$ cat src/rtl/mda_depth_filter.sv
`default_nettype none
// ============================================================================
// Module      : mda_depth_filter
// Description : Boxcar moving-average filter for 12-bit depth ADC samples with
//               a 16-bit Avalon-MM register slave. Optional threshold alarm is
//               enabled with `define MDA_DEPTH_THRESH_EN.
// Revision    : 1.0 - initial release
// ============================================================================
module mda_depth_filter #(
  parameter int LOG2_DEPTH = 3
) (
  input  logic        slave_clk,
  input  logic        slave_reset_n,
  input  logic        slave_chipselect_n,
  input  logic [1:0]  slave_addr,
  input  logic        slave_read_n,
  input  logic        slave_write_n,
  input  logic [15:0] slave_writedata,
  output logic [15:0] slave_readdata,
  input  logic        sample_valid,
  input  logic [11:0] sample_data,
  output logic        filt_valid,
  output logic        filt_strobe,
  output logic [11:0] filt_data,
  output logic        depth_irq
);

  localparam int DEPTH = 1 << LOG2_DEPTH;
  localparam int SW    = 12 + LOG2_DEPTH;

  localparam logic [0:0] ST_FILL = 1'b0;
  localparam logic [0:0] ST_RUN  = 1'b1;

  logic [0:0]            r_state;
  logic [SW-1:0]         r_sum;
  logic [LOG2_DEPTH-1:0] r_wp;
  logic [LOG2_DEPTH-1:0] r_cnt;
  logic [11:0]           r_buf [DEPTH];
  logic                  r_pend;
  logic                  r_strobe;
  logic                  r_valid;
  logic                  r_overrun;
  logic [11:0]           r_filt;
  logic [11:0]           r_raw;
  logic [15:0]           r_rdata;

  logic                  w_wr;
  logic                  w_rd;
  logic                  w_clear;
  logic                  w_take;
  logic                  w_last_fill;
  logic [SW-1:0]         w_new;
  logic [SW-1:0]         w_old;
  logic [11:0]           w_thr;
  logic [15:0]           w_rmux;

  assign w_wr        = ~slave_chipselect_n & ~slave_write_n;
  assign w_rd        = ~slave_chipselect_n & ~slave_read_n;
  assign w_clear     = w_wr & (slave_addr == 2'd0) & slave_writedata[0];
  assign w_take      = sample_valid & ~w_clear;
  assign w_last_fill = (r_state == ST_FILL) && (r_cnt == LOG2_DEPTH'(DEPTH - 1));
  assign w_new       = SW'(sample_data);
  assign w_old       = SW'(r_buf[r_wp]);

  // Window storage carries no reset; stale entries are never summed while in FILL.
  always_ff @(posedge slave_clk) begin
    if (w_take) begin
      r_buf[r_wp] <= sample_data;
    end
  end

  always_ff @(posedge slave_clk or negedge slave_reset_n) begin
    if (!slave_reset_n) begin
      r_state  <= ST_FILL;
      r_sum    <= '0;
      r_wp     <= '0;
      r_cnt    <= '0;
      r_pend   <= 1'b0;
      r_strobe <= 1'b0;
      r_valid  <= 1'b0;
      r_filt   <= 12'h000;
    end else if (w_clear) begin
      // Clear also squashes any strobe still in the pipeline.
      r_state  <= ST_FILL;
      r_sum    <= '0;
      r_wp     <= '0;
      r_cnt    <= '0;
      r_pend   <= 1'b0;
      r_strobe <= 1'b0;
      r_valid  <= 1'b0;
      r_filt   <= 12'h000;
    end else begin
      r_strobe <= r_pend;
      r_pend   <= sample_valid & ((r_state == ST_RUN) | w_last_fill);
      if (r_pend) begin
        r_filt  <= r_sum[SW-1:LOG2_DEPTH];
        r_valid <= 1'b1;
      end
      if (sample_valid) begin
        r_wp <= r_wp + LOG2_DEPTH'(1);
        if (r_state == ST_FILL) begin
          r_sum <= r_sum + w_new;
          r_cnt <= r_cnt + LOG2_DEPTH'(1);
          if (w_last_fill) begin
            r_state <= ST_RUN;
          end
        end else begin
          r_sum <= r_sum + w_new - w_old;
        end
      end
    end
  end

  always_comb begin
    w_rmux = 16'h0000;
    case (slave_addr)
      2'd0:    w_rmux = {13'b0, r_overrun, r_valid, r_state == ST_RUN};
      2'd1:    w_rmux = {4'b0, r_filt};
      2'd2:    w_rmux = {4'b0, r_raw};
      default: w_rmux = {4'b0, w_thr};
    endcase
  end

  always_ff @(posedge slave_clk or negedge slave_reset_n) begin
    if (!slave_reset_n) begin
      r_overrun <= 1'b0;
      r_raw     <= 12'h000;
      r_rdata   <= 16'h0000;
    end else begin
      if (sample_valid) begin
        r_raw <= sample_data;
      end
      // A sample lost to a clear outranks the read-to-clear of the same cycle.
      if (sample_valid & w_clear) begin
        r_overrun <= 1'b1;
      end else if (w_rd && (slave_addr == 2'd0)) begin
        r_overrun <= 1'b0;
      end
      if (w_rd) begin
        r_rdata <= w_rmux;
      end
    end
  end

`ifdef MDA_DEPTH_THRESH_EN
  logic [11:0] r_thresh;
  logic        r_irq;
  logic        w_thr_wr;
  logic        w_unused_wdata;

  assign w_thr_wr       = w_wr & (slave_addr == 2'd3);
  assign w_unused_wdata = ^slave_writedata[15:12];

  always_ff @(posedge slave_clk or negedge slave_reset_n) begin
    if (!slave_reset_n) begin
      r_thresh <= 12'hFFF;
      r_irq    <= 1'b0;
    end else begin
      if (w_thr_wr) begin
        r_thresh <= slave_writedata[11:0];
      end
      if (w_clear | w_thr_wr) begin
        r_irq <= 1'b0;
      end else if (r_strobe & r_valid & (r_filt > r_thresh)) begin
        r_irq <= 1'b1;
      end
    end
  end

  assign w_thr     = r_thresh;
  assign depth_irq = r_irq;
`else
  logic w_unused_wdata;

  assign w_unused_wdata = ^slave_writedata[15:1];
  assign w_thr          = 12'h000;
  assign depth_irq      = 1'b0;
`endif

  assign slave_readdata = r_rdata;
  assign filt_valid     = r_valid;
  assign filt_strobe    = r_strobe;
  assign filt_data      = r_filt;

endmodule
`default_nettype wire

$ cat config.mk
export PLATFORM = sky130hd
export DESIGN_NAME = mda_depth_filter
export DESIGN_NICKNAME = d
export VERILOG_FILES = /design/src/rtl/mda_depth_filter.sv
export SDC_FILE = /design/constraint.sdc
export NUM_CORES = 1
export LEC_CHECK = 0
export CAP_MARGIN = 10
export CORE_UTILIZATION = 55
export CTS_BUF_LIST = sky130_fd_sc_hd__clkbuf_4 sky130_fd_sc_hd__clkbuf_8 sky130_fd_sc_hd__clkbuf_16
export DETAILED_ROUTE_END_ITERATION = 10
export HOLD_SLACK_MARGIN = 0.15
export PLACE_DENSITY = 0.77
export SLEW_MARGIN = 20
export SYNTH_ARGS = -nofsm -noshare
export SYNTH_HDL_FRONTEND = slang
export SYNTH_SLANG_ARGS = --single-unit
$ cat constraint.sdc
create_clock -name slave_clk -period 6.04 [get_ports slave_clk]
set_clock_uncertainty 0.05 [all_clocks]
set_input_delay 1.208 -clock slave_clk [delete_from_list [all_inputs] [get_ports slave_clk]]
set_output_delay 1.208 -clock slave_clk [all_outputs]
set_load 0.01 [all_outputs]
==> key figures <==
Synth
  – Asr flop ratio synth: 0.392
  – Area leader, netlist: edfxtp_1
  – Synth warn: 0
  – Mapped Area: 0.00760 mm2
  – Area share of the largest cell type after synthesis: 0.379
  – Syn avg cell area: 12.3 um2
  – Most used DFF post-synth: edfxtp_1
  – Post-synth EDFFs: 96
  – Post-synth cell types: 55
  – Sequential element share of the synthesized area: 0.583
  – Cells after Synth: 619
  – Synth Register Bits: 158
  – Synth area leaders: edfxtp_1, dfrtp_1, mux2i_1

Critical path
  – Worst-path cell chain: clkdlybuf4s50_1, ha_1, fa_1, a21o_1, a221oi_1, xnor2_1, ha_1, o21a_1, o21a_1, nor2_2, a211oi_2, o41ai_4, xnor2_1, or3_1, a21oi_1
  – Arr. time, crit path: 5310 ps
  – Levels on crit path: 15
  – WS Path Type: in2reg
  – CP required: 6340 ps
  – Worst path bufs/invs: 1
  – CP Capture Type: flop
  – Startpoint Class: primary input
  – CP Max Fanout: 10
  – Largest delay contributor family on the critical path: compound AO/OA/AOI/OAI gates
  – CP max stage delay: 580 ps
  – Critical path's slowest cell: clkdlybuf4s50_1
  – R2r worst-path depth: 14

Place
  – Placer Congestion: 0.858
  – DP Cell Count: 823
  – Hpwl dp: 10,900 um
  – PortBufs: 46
  – Placement Setup Slack: 654 ps

GRT
  – Largest net degree at the start of global routing: 63
  – Remaining Overflow, GRT: 0
  – Total GRT Usage: 0.250
  – Vias in the first global route: 5,287
  – First-pass GRT wire length: 26,800 um
  – Initial antenna violation count: 0

Layout
  – Layout fillers: 996
  – Nets: 731
  – Ant. Diodes: 0
  – Fraction of layout cells with a size suffix above 1: 0.127
  – Final cell count without fillers: 855
  – Synthesis-to-layout area growth: 16.7%

Power
  – Maximum vdd drop: 0.267 mV
  – Net Sw Frac: 0.399
  – Seq pwr share: 0.290
  – Comb power frac: 0.517
  – Internal power: 0.00334 W
  – Power share of the clock group: 0.193
  – Leak: 3.42 nW
  – Switching power: 0.00222 W
  – Power per Cell Area: 627 mW/mm2

Route
  – Via-to-Cell Ratio: 5.90
  – Drt total wl: 16,700 um
  – DR WL/cell: 19.5 um
  – Drc violations: 0
  – Detailed Route Iter0 Violations: 358
  – Total number of vias: 5,045
  – 1st-pass router iterations: 5
  – Routed Antenna Nets: 0

Clocking
  – Clk sinks: 158
  – Root buf cell: clkbuf_16
  – TritonCTS buffer count: 17
  – CTS tree: built
  – Post-CTS resize count: 0
  – Worst-path clk slew: 60 ps
  – CTS Hold Bufs: 0
  – Max clock buf depth: 2
  – H-tree level count: 4
  – Post-CTS Repair Setup Buffers: 0
  – Clk_lat worst skew: 430 ps

STA
  – Period minus WS final: 5010 ps
  – Final Hold Fails: 0
  – Final count of pins violating max slew: 0
  – Post-route clock period utilization: 0.829
  – Worst-Margin Slew: 846 ps
  – Rel. slew slack: 0.435
  – Peak Freq: 0.200 GHz
  – RSZ-0062 raised after global routing: no
  – Post-route setup slack: 1030 ps
  – Setup TNS: 0 ps
  – Final setup fails: 0

Hold path
  – Worst Hold Class: reg2reg
  – Hold path depth: 1

Floorplanning
  – Die Wd: 120 um
  – CORE AREA: 0.0133 mm2
  – I/O pins: 67
  – # rows: 42
  – Die ar.: 0.0143 mm2
  – Die H: 120 um
  – Starting Density: 0.570

Status
  – Status: finished, final reports clean

Job
  – # Max-Cap Violations: 0
==> through the flow <==
| stage | hold WS [ps] | area [um2] | utilization | power, W |
|---|---|---|---|---|
| 2_1_floorplan | 415 | 7620 | - | 0.00374 |
| 3_3_place_gp | 435 | 8250 | 0.618 | 0.00431 |
| 3_5_place_dp | 440 | 8260 | 0.619 | 0.00444 |
| 4_1_cts | 469 | 8860 | 0.664 | 0.00555 |
| 5_1_grt | 470 | 8870 | 0.665 | 0.00594 |
| 6_report | 472 | 8870 | 0.665 | 0.00557 |
==> power groups by stage <==
stage               Clock, W  Combinational, W  Sequential, W
floorplan                  0           0.00219        0.00155
finish               0.00107           0.00288        0.00161
global route         0.00113           0.00316        0.00165
detailed placement         0           0.00281        0.00163
CTS                  0.00108           0.00285        0.00161
global placement           0           0.00269        0.00162
==> cells in the mapped netlist (6+ instances only) <==
cell and number:
ha_1 27, a22oi_1 20, a211oi_1 8, xnor2_1 19
a21oi_1 47, inv_1 6, clkbuf_1 25, o21ai_0 10
nand2b_1 8, nor2_1 97, nand2_1 18, a31oi_1 9
a21o_1 8, dfrtp_1 62, mux2i_1 42, mux2_2 24
edfxtp_1 96, nor2b_1 8, xor2_1 7, nor3_1 9
==> cells by family (layout without fill, tap and decap cells) <==
| logic type | Yosys count | count (layout) | synth area share |
|---|---|---|---|
| simple gates | 159 | 159 | 0.0923 |
| flops | 158 | 158 | 0.583 |
| compound gates | 135 | 135 | 0.121 |
| mux | 68 | 68 | 0.0968 |
| buf+inv | 43 | 99 | 0.0263 |
| fa+ha+maj | 29 | 29 | 0.0497 |
| xor+xnor | 26 | 26 | 0.0300 |
| other cells | 1 | 5 | 0.000493 |
==> layout make-up <==
class / count / area [um2] / area share
clock inverter: 15 / 170 / 0.0192
sequential: 158 / 4440 / 0.500
inverter: 7 / 26.3 / 0.00296
multi-input combinational: 422 / 3030 / 0.342
timing repair buffer: 60 / 561 / 0.0632
clock buffer: 17 / 425 / 0.0479
tap: 176 / 220 / 0.0248
==> sequential cells by signal (all words and copies together) (netlist names) <==
signal,flops
r_overrun,1
filt_valid,1
r_buf,96
r_state,1
r_raw,12
r_wp,3
slave_readdata,12
r_cnt,3
filt_data,12
r_pend,1
r_sum,15
filt_strobe,1
==> layer usage <==
metal  track usage  up-vias  wire [um]
met5             0        -          0
met4        0.0977        0        362
met3        0.0475       34       1000
met2         0.414      202       8220
met1         0.326     2450       7120
li1              -     2359          -
==> cell usage in the layout (no fill, tap or decap), types with 6 or more instances in the layout <==
cell	count
a211oi_1	8
a21o_1	8
a21oi_1	47
a22oi_1	20
a31oi_1	9
buf_4	14
clkbuf_16	17
clkdlybuf4s50_1	45
dfrtp_1	61
edfxtp_1	96
ha_1	27
inv_1	6
mux2_2	24
mux2i_1	42
nand2_1	18
nand2b_1	8
nor2_1	97
nor2b_1	8
o21ai_0	10
xnor2_1	19
xor2_1	7
==> final timing paths <==
path | slack (ps) | endpoint | start
setup / recovery | 1030 | r_sum[12]$_DFFE_PN0P_ | sample_data[0]
hold / removal | 470 | r_raw[1]$_DFFE_PN0P_ | r_raw[1]$_DFFE_PN0P_
setup reg to reg | 1770 | r_sum[12]$_DFFE_PN0P_ | r_wp[1]$_DFFE_PN0P_
hold reg to reg | 470 | r_raw[1]$_DFFE_PN0P_ | r_raw[1]$_DFFE_PN0P_
max in group asynchronous | 4490 | r_wp[0]$_DFFE_PN0P_ | slave_reset_n
min in group asynchronous | 890 | slave_readdata[7]$_DFFE_PN0P_ | slave_reset_n
(Power assumes the default switching activity.)
